$ cat src/rtl/logic_seq_pkg.sv
// Shared definitions for the slice-serial logic unit: operation codes,
// FSM state encoding and default widths.
package logic_seq_pkg;

  localparam int DATA_WIDTH_DEF  = 32;
  localparam int SLICE_WIDTH_DEF = 4;

  typedef enum logic [1:0] {
    OP_AND = 2'b00,
    OP_OR  = 2'b01,
    OP_NOR = 2'b10,
    OP_NOT = 2'b11
  } op_e;

  typedef enum logic [1:0] {
    S_IDLE = 2'b00,
    S_BUSY = 2'b01,
    S_DONE = 2'b10
  } state_e;

endpackage

$ cat src/rtl/logic_slice.sv
// Combinational bitwise slice built from gate primitives; NOT uses operand a
// only.
module logic_slice
  import logic_seq_pkg::*;
#(
  parameter int SLICE_WIDTH = SLICE_WIDTH_DEF
) (
  input  logic [SLICE_WIDTH-1:0] a,
  input  logic [SLICE_WIDTH-1:0] b,
  input  op_e                    op,
  output logic [SLICE_WIDTH-1:0] y
);

  logic [SLICE_WIDTH-1:0] and_s;
  logic [SLICE_WIDTH-1:0] or_s;
  logic [SLICE_WIDTH-1:0] nor_s;
  logic [SLICE_WIDTH-1:0] not_s;

  for (genvar i = 0; i < SLICE_WIDTH; i++) begin : g_bit
    and g_and (and_s[i], a[i], b[i]);
    or  g_or  (or_s[i],  a[i], b[i]);
    nor g_nor (nor_s[i], a[i], b[i]);
    not g_not (not_s[i], a[i]);
  end

  // Select the gate output for the registered operation.
  always_comb begin
    y = and_s;
    case (op)
      OP_AND:  y = and_s;
      OP_OR:   y = or_s;
      OP_NOR:  y = nor_s;
      OP_NOT:  y = not_s;
      default: y = and_s;
    endcase
  end

endmodule

$ cat src/rtl/logic_seq_32_bit.sv
// Slice-serial logic unit: accepts a request, computes SLICE_WIDTH result bits
// per cycle, then holds the result and zero flag until the response is taken.
module logic_seq_32_bit
  import logic_seq_pkg::*;
#(
  parameter int DATA_WIDTH  = DATA_WIDTH_DEF,
  parameter int SLICE_WIDTH = SLICE_WIDTH_DEF
) (
  input  logic                  CLK,
  input  logic                  RST,
  input  logic                  REQ_VALID,
  output logic                  REQ_READY,
  input  logic [1:0]            OP,
  input  logic [DATA_WIDTH-1:0] A,
  input  logic [DATA_WIDTH-1:0] B,
  output logic                  RSP_VALID,
  input  logic                  RSP_READY,
  output logic [DATA_WIDTH-1:0] Y,
  output logic                  ZERO
);

  localparam int NUM_SLICES = DATA_WIDTH / SLICE_WIDTH;
  localparam int CW         = (NUM_SLICES > 1) ? $clog2(NUM_SLICES) : 1;
  localparam int SHW        = (DATA_WIDTH > 1) ? $clog2(DATA_WIDTH) : 1;
  localparam logic [CW-1:0] LAST = CW'(NUM_SLICES - 1);

  state_e                 state_r;
  state_e                 state_s;
  logic [CW-1:0]          cnt_r;
  logic [DATA_WIDTH-1:0]  a_r;
  logic [DATA_WIDTH-1:0]  b_r;
  op_e                    op_r;
  logic [DATA_WIDTH-1:0]  y_r;
  logic                   zero_r;
  logic [SHW-1:0]         sh_s;
  logic [SLICE_WIDTH-1:0] slice_y_s;
  logic [DATA_WIDTH-1:0]  y_next_s;

  logic_slice #(.SLICE_WIDTH(SLICE_WIDTH)) u_slice (
    .a  (a_r[sh_s +: SLICE_WIDTH]),
    .b  (b_r[sh_s +: SLICE_WIDTH]),
    .op (op_r),
    .y  (slice_y_s)
  );

  // Slice base offset and the result with the current slice merged in.
  always_comb begin
    sh_s     = SHW'(cnt_r) * SHW'(SLICE_WIDTH);
    y_next_s = y_r;
    y_next_s[sh_s +: SLICE_WIDTH] = slice_y_s;
  end

  // Next-state logic.
  always_comb begin
    state_s = state_r;
    case (state_r)
      S_IDLE: begin
        if (REQ_VALID) state_s = S_BUSY;
        else           state_s = S_IDLE;
      end
      S_BUSY: begin
        if (cnt_r == LAST) state_s = S_DONE;
        else               state_s = S_BUSY;
      end
      S_DONE: begin
        if (RSP_READY) state_s = S_IDLE;
        else           state_s = S_DONE;
      end
      default: state_s = S_IDLE;
    endcase
  end

  // State, operand capture, slice accumulation and zero flag.
  always_ff @(posedge CLK) begin
    if (RST) begin
      state_r <= S_IDLE;
      cnt_r   <= '0;
      a_r     <= '0;
      b_r     <= '0;
      op_r    <= OP_AND;
      y_r     <= '0;
      zero_r  <= 1'b0;
    end else begin
      state_r <= state_s;
      case (state_r)
        S_IDLE: begin
          if (REQ_VALID) begin
            a_r    <= A;
            b_r    <= B;
            op_r   <= op_e'(OP);
            cnt_r  <= '0;
            y_r    <= '0;
            zero_r <= 1'b0;
          end
        end
        S_BUSY: begin
          y_r   <= y_next_s;
          cnt_r <= cnt_r + CW'(1);
          // Flag only from the fully assembled word, never from partial slices.
          if (cnt_r == LAST) zero_r <= (y_next_s == '0);
        end
        S_DONE: begin
          zero_r <= zero_r;
        end
        default: begin
          y_r <= '0;
        end
      endcase
    end
  end

  assign REQ_READY = (state_r == S_IDLE) && !RST;
  assign RSP_VALID = (state_r == S_DONE);
  assign Y         = y_r;
  assign ZERO      = zero_r;

endmodule
$ cat config.mk
export PLATFORM = sky130hd
export DESIGN_NAME = logic_seq_32_bit
export DESIGN_NICKNAME = d
export VERILOG_FILES = /design/src/rtl/logic_seq_pkg.sv /design/src/rtl/logic_slice.sv /design/src/rtl/logic_seq_32_bit.sv
export SDC_FILE = /design/constraint.sdc
export NUM_CORES = 1
export LEC_CHECK = 0
export BUFFER_PORTS_ARGS = -buffer_cell sky130_fd_sc_hd__buf_2
export CAP_MARGIN = 20
export CORE_ASPECT_RATIO = 0.6
export CORE_MARGIN = 2
export CORE_UTILIZATION = 58
export DETAILED_ROUTE_END_ITERATION = 7
export GPL_ROUTABILITY_DRIVEN = 0
export HOLD_SLACK_MARGIN = 0.06
export PLACE_DENSITY = 0.93
export REMOVE_ABC_BUFFERS = 1
export SYNTH_ARGS = -nofsm -noshare
export SYNTH_HDL_FRONTEND = slang
export SYNTH_SLANG_ARGS = --single-unit
$ cat constraint.sdc
create_clock -name CLK -period 8.4 [get_ports CLK]
set_input_delay 2.1 -clock CLK [delete_from_list [all_inputs] [get_ports CLK]]
set_output_delay 2.1 -clock CLK [all_outputs]
set_load 0.02 [all_outputs]
==> results_dict.tcl, run 1 <==
set metrics [dict create \
    htree_levels 3 \
    synth_seq_cells 104 \
    core_area_um2 7910 \
    grt_max_degree 105 \
    grt_pass1_vias 4045 \
    fin_ws_ns 3.71 \
    r2r_cells 10 \
    cellLeakagePower_nw 2.33 \
    required_ns 6.30 \
    maxCapViolations 0 \
    p_per_area_nw_per_um2 198 \
    wire_per_inst_um 16.1 \
    ys_seq_area_share_pct 43.8 \
    grtUsageTotal_pct 28.0 \
    dr_total_vias 4512 \
    die_w_um 121 \
    cts_resized 0 \
    final_cell_count_no_fill 764 \
    crit_family "buffers and inverters" \
    synth_ff_type "dfxtp_1" \
    finalHoldViolations 0 \
    drc 0 \
    whs_ns 0.454 \
    r2r_slack_ns 4.50 \
    combPwrFrac_pct 12.5 \
    grt_pass1_wl_um 19600 \
    area_growth_pct 18.2 \
    ir_drop_mv 0.117 \
    yosysWarnings 0 \
    critPathArrivalTime_ns 2.59 \
    worstPathMaxFanout 3 \
    die_area_um2 8960 \
    fmax_ghz 0.213 \
    setup_violations 0 \
    critPathCaptureType "output port" \
    io_pins 105 \
    seqPwrFrac_pct 47.7 \
    timing.setup.tns_ns 0 \
    vias_per_cell 5.91 \
    switching_power_uw 278 \
    cts_root_buffer "clkbuf_16" \
    layout_common_cells "nand2_1 (154), dfxtp_1 (104), buf_2 (103)" \
    firstDrtPassIters 5 \
    clkSinkCount 104 \
    slowest_stage "buf_2" \
    ys_types 50 \
    p_total_mw 1.11 \
    finalNetCount 728 \
    cts_hold_buf 0 \
    slowest_delay_ns 0.19 \
    antenna_cells 0 \
    fin_crit_ns 4.69 \
    cts_setup_buffers 0 \
    clkPwrFrac_pct 39.8 \
    r2r-start "cnt_r[1]" \
    cts_tree "yes" \
    rows 25 \
    hp-class "reg -> reg" \
    clkLatencyLatePin_ns 0.35 \
    port_buffers 104 \
    start_util_pct 60.0 \
    power.internal_uw 831 \
    finalMaxSlewViolations 0 \
    cp_num_cells 3 \
    ant_nets 0 \
    switching_share_pct 25.1 \
    clk_path_buf_depth 2 \
    crit_path_cell_trace "buf_4 > nor3_1 > buf_2" \
    async_reset_ff_share_pct 0 \
    path_class "in -> out" \
    stdcell_area_um2 5620 \
    drt_iter0_drc 618 \
    layout-drive-gt1-share_pct 22.1 \
    period_share_pct 55.9 \
    syn_avg_cell_area_um2 8.35 \
    antenna_found_initial 0 \
    relSlewSlack_pct 31.2 \
    die_h_um 74.1 \
    rsz0062_at_grt "false" \
    post-route-util_pct 71.0 \
    status "finished clean" \
    grt_overflow 0 \
    dpl.hpwl_um 8340 \
    crit_path_start "RST" \
    cts_made_buffers 9 \
    final_common_cell "nand2_1" \
    critical_path_buf_inv_count 2 \
    synth_edf_count 0 \
    clkTransAtPathRegs_ns 0.07 \
    syn_inst 569 \
    setup.worst_path.end "REQ_READY" \
    netlist_area_um2 4750 \
    dp.cells 747 \
    wl_um 12300 \
    placedInstanceArea_um2 5290 \
    worst_pin_slew_ns 1.03 \
    post-place-ws_ns 3.71 \
    final.setup_skew_ns 0.00491 \
    start_kind "primary input" \
    timing.rr.end "ZERO" \
]
-- layer usage --
metal  share of wire, %  track usage (%)
met3                 11             9.74
met4                1.6             8.91
met1                 43             36.3
met5                  0                0
met2                 44             44.6
-- worst min path at each step --
stage                       start  endpoint  slack [ns]  cells after the start
after floorplan           a_r[20]   a_r[20]        0.43                      2
after global placement    a_r[26]   a_r[26]        0.44                      2
after detailed placement  b_r[25]   b_r[25]        0.44                      2
after CTS                 b_r[25]   b_r[25]        0.45                      2
after global routing       a_r[7]    a_r[7]        0.48                      2
final                     a_r[24]   a_r[24]        0.45                      2
-- synth_stat cells, types with 4 or more instances --
cell | instances | area, µm²
nor2_1 | 50 | 188
mux2_2 | 4 | 45.0
a21oi_1 | 75 | 375
dfxtp_1 | 104 | 2080
clkbuf_1 | 30 | 113
a22oi_1 | 30 | 225
o21ai_0 | 16 | 80.1
mux4_1 | 7 | 184
nand2_1 | 155 | 582
ha_1 | 7 | 87.6
mux2i_1 | 5 | 50.1
mux4_2 | 9 | 203
nor4_1 | 6 | 37.5
inv_1 | 5 | 18.8
buf_1 | 5 | 18.8
nor3_1 | 8 | 40.0
or3_1 | 4 | 25.0
-- state kept, by name, summed over array words and instances (netlist names) --
register	flops
op_r	2
a_r	32
ZERO	1
state_r	2
Y	32
b_r	32
cnt_r	3
-- power by group through the flow --
stage                     clock network [mW]  registers (mW)  logic [mW]
final                                  0.441           0.529       0.139
after CTS                              0.446           0.529       0.136
after detailed placement                   0           0.540       0.134
after global routing                   0.464           0.532       0.153
after floorplan                            0           0.538      0.0837
after global placement                     0           0.538       0.129
-- cells by family after synthesis --
| group | Yosys count | synth area share [%] |
|---|---|---|
| buf+inv | 46 | 4.05 |
| mux | 26 | 10.6 |
| fa+ha+maj | 10 | 2.50 |
| simple gates | 243 | 21.5 |
| compound gates | 140 | 17.5 |
| flops | 104 | 43.8 |
-- worst reg2reg max path: stages, from the launching register on --
cell	delay [ns]
dfxtp_1	0.99
inv_2	0.11
ha_1	0.23
ha_1	0.55
nand3_1	0.34
a211oi_1	0.43
nand4_1	0.20
a211o_1	0.33
nor4_1	0.24
o2111ai_1	0.21
o21ai_1	0.20
-- final cells by class --
cell class	count	area [µm²]
Clock buffer	11	233
Clock inverter	5	81.3
Fill cell	620	2290
Inverter	7	26.3
Multi-Input combinational cell	419	2480
Sequential cell	104	2080
Tap cell	108	135
Timing Repair Buffer	110	581
(Power assumes the default switching activity.)
==> inputs of run 2 (changes only) <==
- CORE_UTILIZATION: 58 -> 54
- PLACE_DENSITY: 0.93 -> 0.87
- clock period: 8.4 -> 4.9 ns (I/O delays scaled with it)
==> results_dict.tcl, run 2 (same netlist as run 1, synthesis figures left out) <==
set metrics [dict create \
    status "finished clean" \
    clkPwrFrac_pct 39.0 \
    switching_share_pct 25.5 \
    placedInstanceArea_um2 5280 \
    worst_pin_slew_ns 1.04 \
    clkLatencyLatePin_ns 0.36 \
    relSlewSlack_pct 30.9 \
    antenna_cells 0 \
    cts_resized 0 \
    wl_um 13000 \
    start_util_pct 55.8 \
    power.internal_mw 1.40 \
    wire_per_inst_um 16.9 \
    fin_crit_ns 3.51 \
    worstPathMaxFanout 22 \
    path_class "reg -> reg" \
    dr_total_vias 4577 \
    ant_nets 0 \
    maxCapViolations 0 \
    die_w_um 125 \
    stdcell_area_um2 5620 \
    seqPwrFrac_pct 48.3 \
    whs_ns 0.456 \
    ir_drop_mv 0.209 \
    finalMaxSlewViolations 0 \
    cts_setup_buffers 0 \
    grt_max_degree 105 \
    finalHoldViolations 0 \
    vias_per_cell 5.96 \
    grt_pass1_vias 4241 \
    critPathCaptureType "flip-flop" \
    worstHoldStart "b_r[12]" \
    setup_violations 0 \
    drt_iter0_drc 616 \
    cellLeakagePower_nw 2.33 \
    timing.setup.tns_ns 0 \
    rsz0062_at_grt "false" \
    period_share_pct 71.5 \
    htree_levels 3 \
    cts_hold_buf 0 \
    cts_root_buffer "clkbuf_16" \
    grt_overflow 0 \
    port_buffers 104 \
    r2r-start "cnt_r[1]" \
    die_area_um2 9590 \
    combPwrFrac_pct 12.8 \
    p_per_area_nw_per_um2 335 \
    cts_tree "yes" \
    antenna_found_initial 0 \
    core_area_um2 8520 \
    io_pins 105 \
    hp-class "reg -> reg" \
    rows 26 \
    clk_path_buf_depth 2 \
    dpl.hpwl_um 9080 \
    final_common_cell "nand2_1" \
    firstDrtPassIters 6 \
    critPathArrivalTime_ns 3.80 \
    drc 0 \
    layout_common_cells "nand2_1 (154), dfxtp_1 (104), buf_2 (103)" \
    clkTransAtPathRegs_ns 0.07 \
    area_growth_pct 18.4 \
    grt_pass1_wl_um 20800 \
    switching_power_uw 480 \
    finalNetCount 728 \
    die_h_um 76.7 \
    final.setup_skew_ns 0.00740 \
    grtUsageTotal_pct 27.0 \
    cts_made_buffers 9 \
    required_ns 5.19 \
    crit_path_start "cnt_r[1]" \
    start_kind "flip-flop" \
    fmax_ghz 0.285 \
    layout-drive-gt1-share_pct 22.0 \
    clkSinkCount 104 \
]
[run 2: cell types whose count changed in the layout (fill, tap and decap cells not counted), sizes merged]
cell,delta
bufinv,-1
clkinv,-2
clkbuf,+3
[run 2: worst paths after layout]
check / end / slack, ns / cells past startpoint
hold reg to reg: b_r[12] / 0.46 / 2
setup reg to reg: ZERO / 1.39 / 11
setup / recovery: ZERO / 1.39 / 11
hold / removal: b_r[12] / 0.46 / 2
[run 2: final cells by class]
type | count | area (µm²)
Fill cell | 713 | 2900
Multi-Input combinational cell | 419 | 2480
Sequential cell | 104 | 2080
Timing Repair Buffer | 110 | 593
Clock buffer | 14 | 264
Tap cell | 112 | 140
Clock inverter | 2 | 37.5
Inverter | 7 | 26.3
[run 2: power by group through the flow]
stage          logic (mW)  registers [mW]  clock network, mW
2_1_floorplan       0.144           0.922                  0
3_3_place_gp        0.221           0.925                  0
3_5_place_dp        0.229           0.927                  0
4_1_cts             0.232           0.908              0.737
5_1_grt             0.264           0.912              0.772
6_report            0.241           0.909              0.734
[run 2: critical path, cell delays in order, from the launching register on]
cell       delay [ns]
dfxtp_1          0.91
inv_2            0.11
ha_1             0.22
ha_1             0.52
nand2b_1         0.20
a2111oi_1        0.40
buf_4            0.23
o22ai_1          0.07
a211o_1          0.24
nor4_1           0.23
o2111ai_1        0.17
o21ai_1          0.13
[run 2: per-stage QoR]
stage	setup WS [ns]	instances	utilization (%)	power, mW
after detailed placement	1.48	750	62.0	1.16
after global placement	1.65	750	62.0	1.15
after floorplan	1.13	530	-	1.07
final	1.39	768	66.0	1.88
after global routing	1.11	768	66.0	1.95
after CTS	1.44	766	65.5	1.88
[run 2: per-layer routing]
metal  wire length (µm)  track usage, %
met1               5590            38.2
met2               5410            38.7
met3               1710            8.93
met4                249            9.33
met5                  0               0
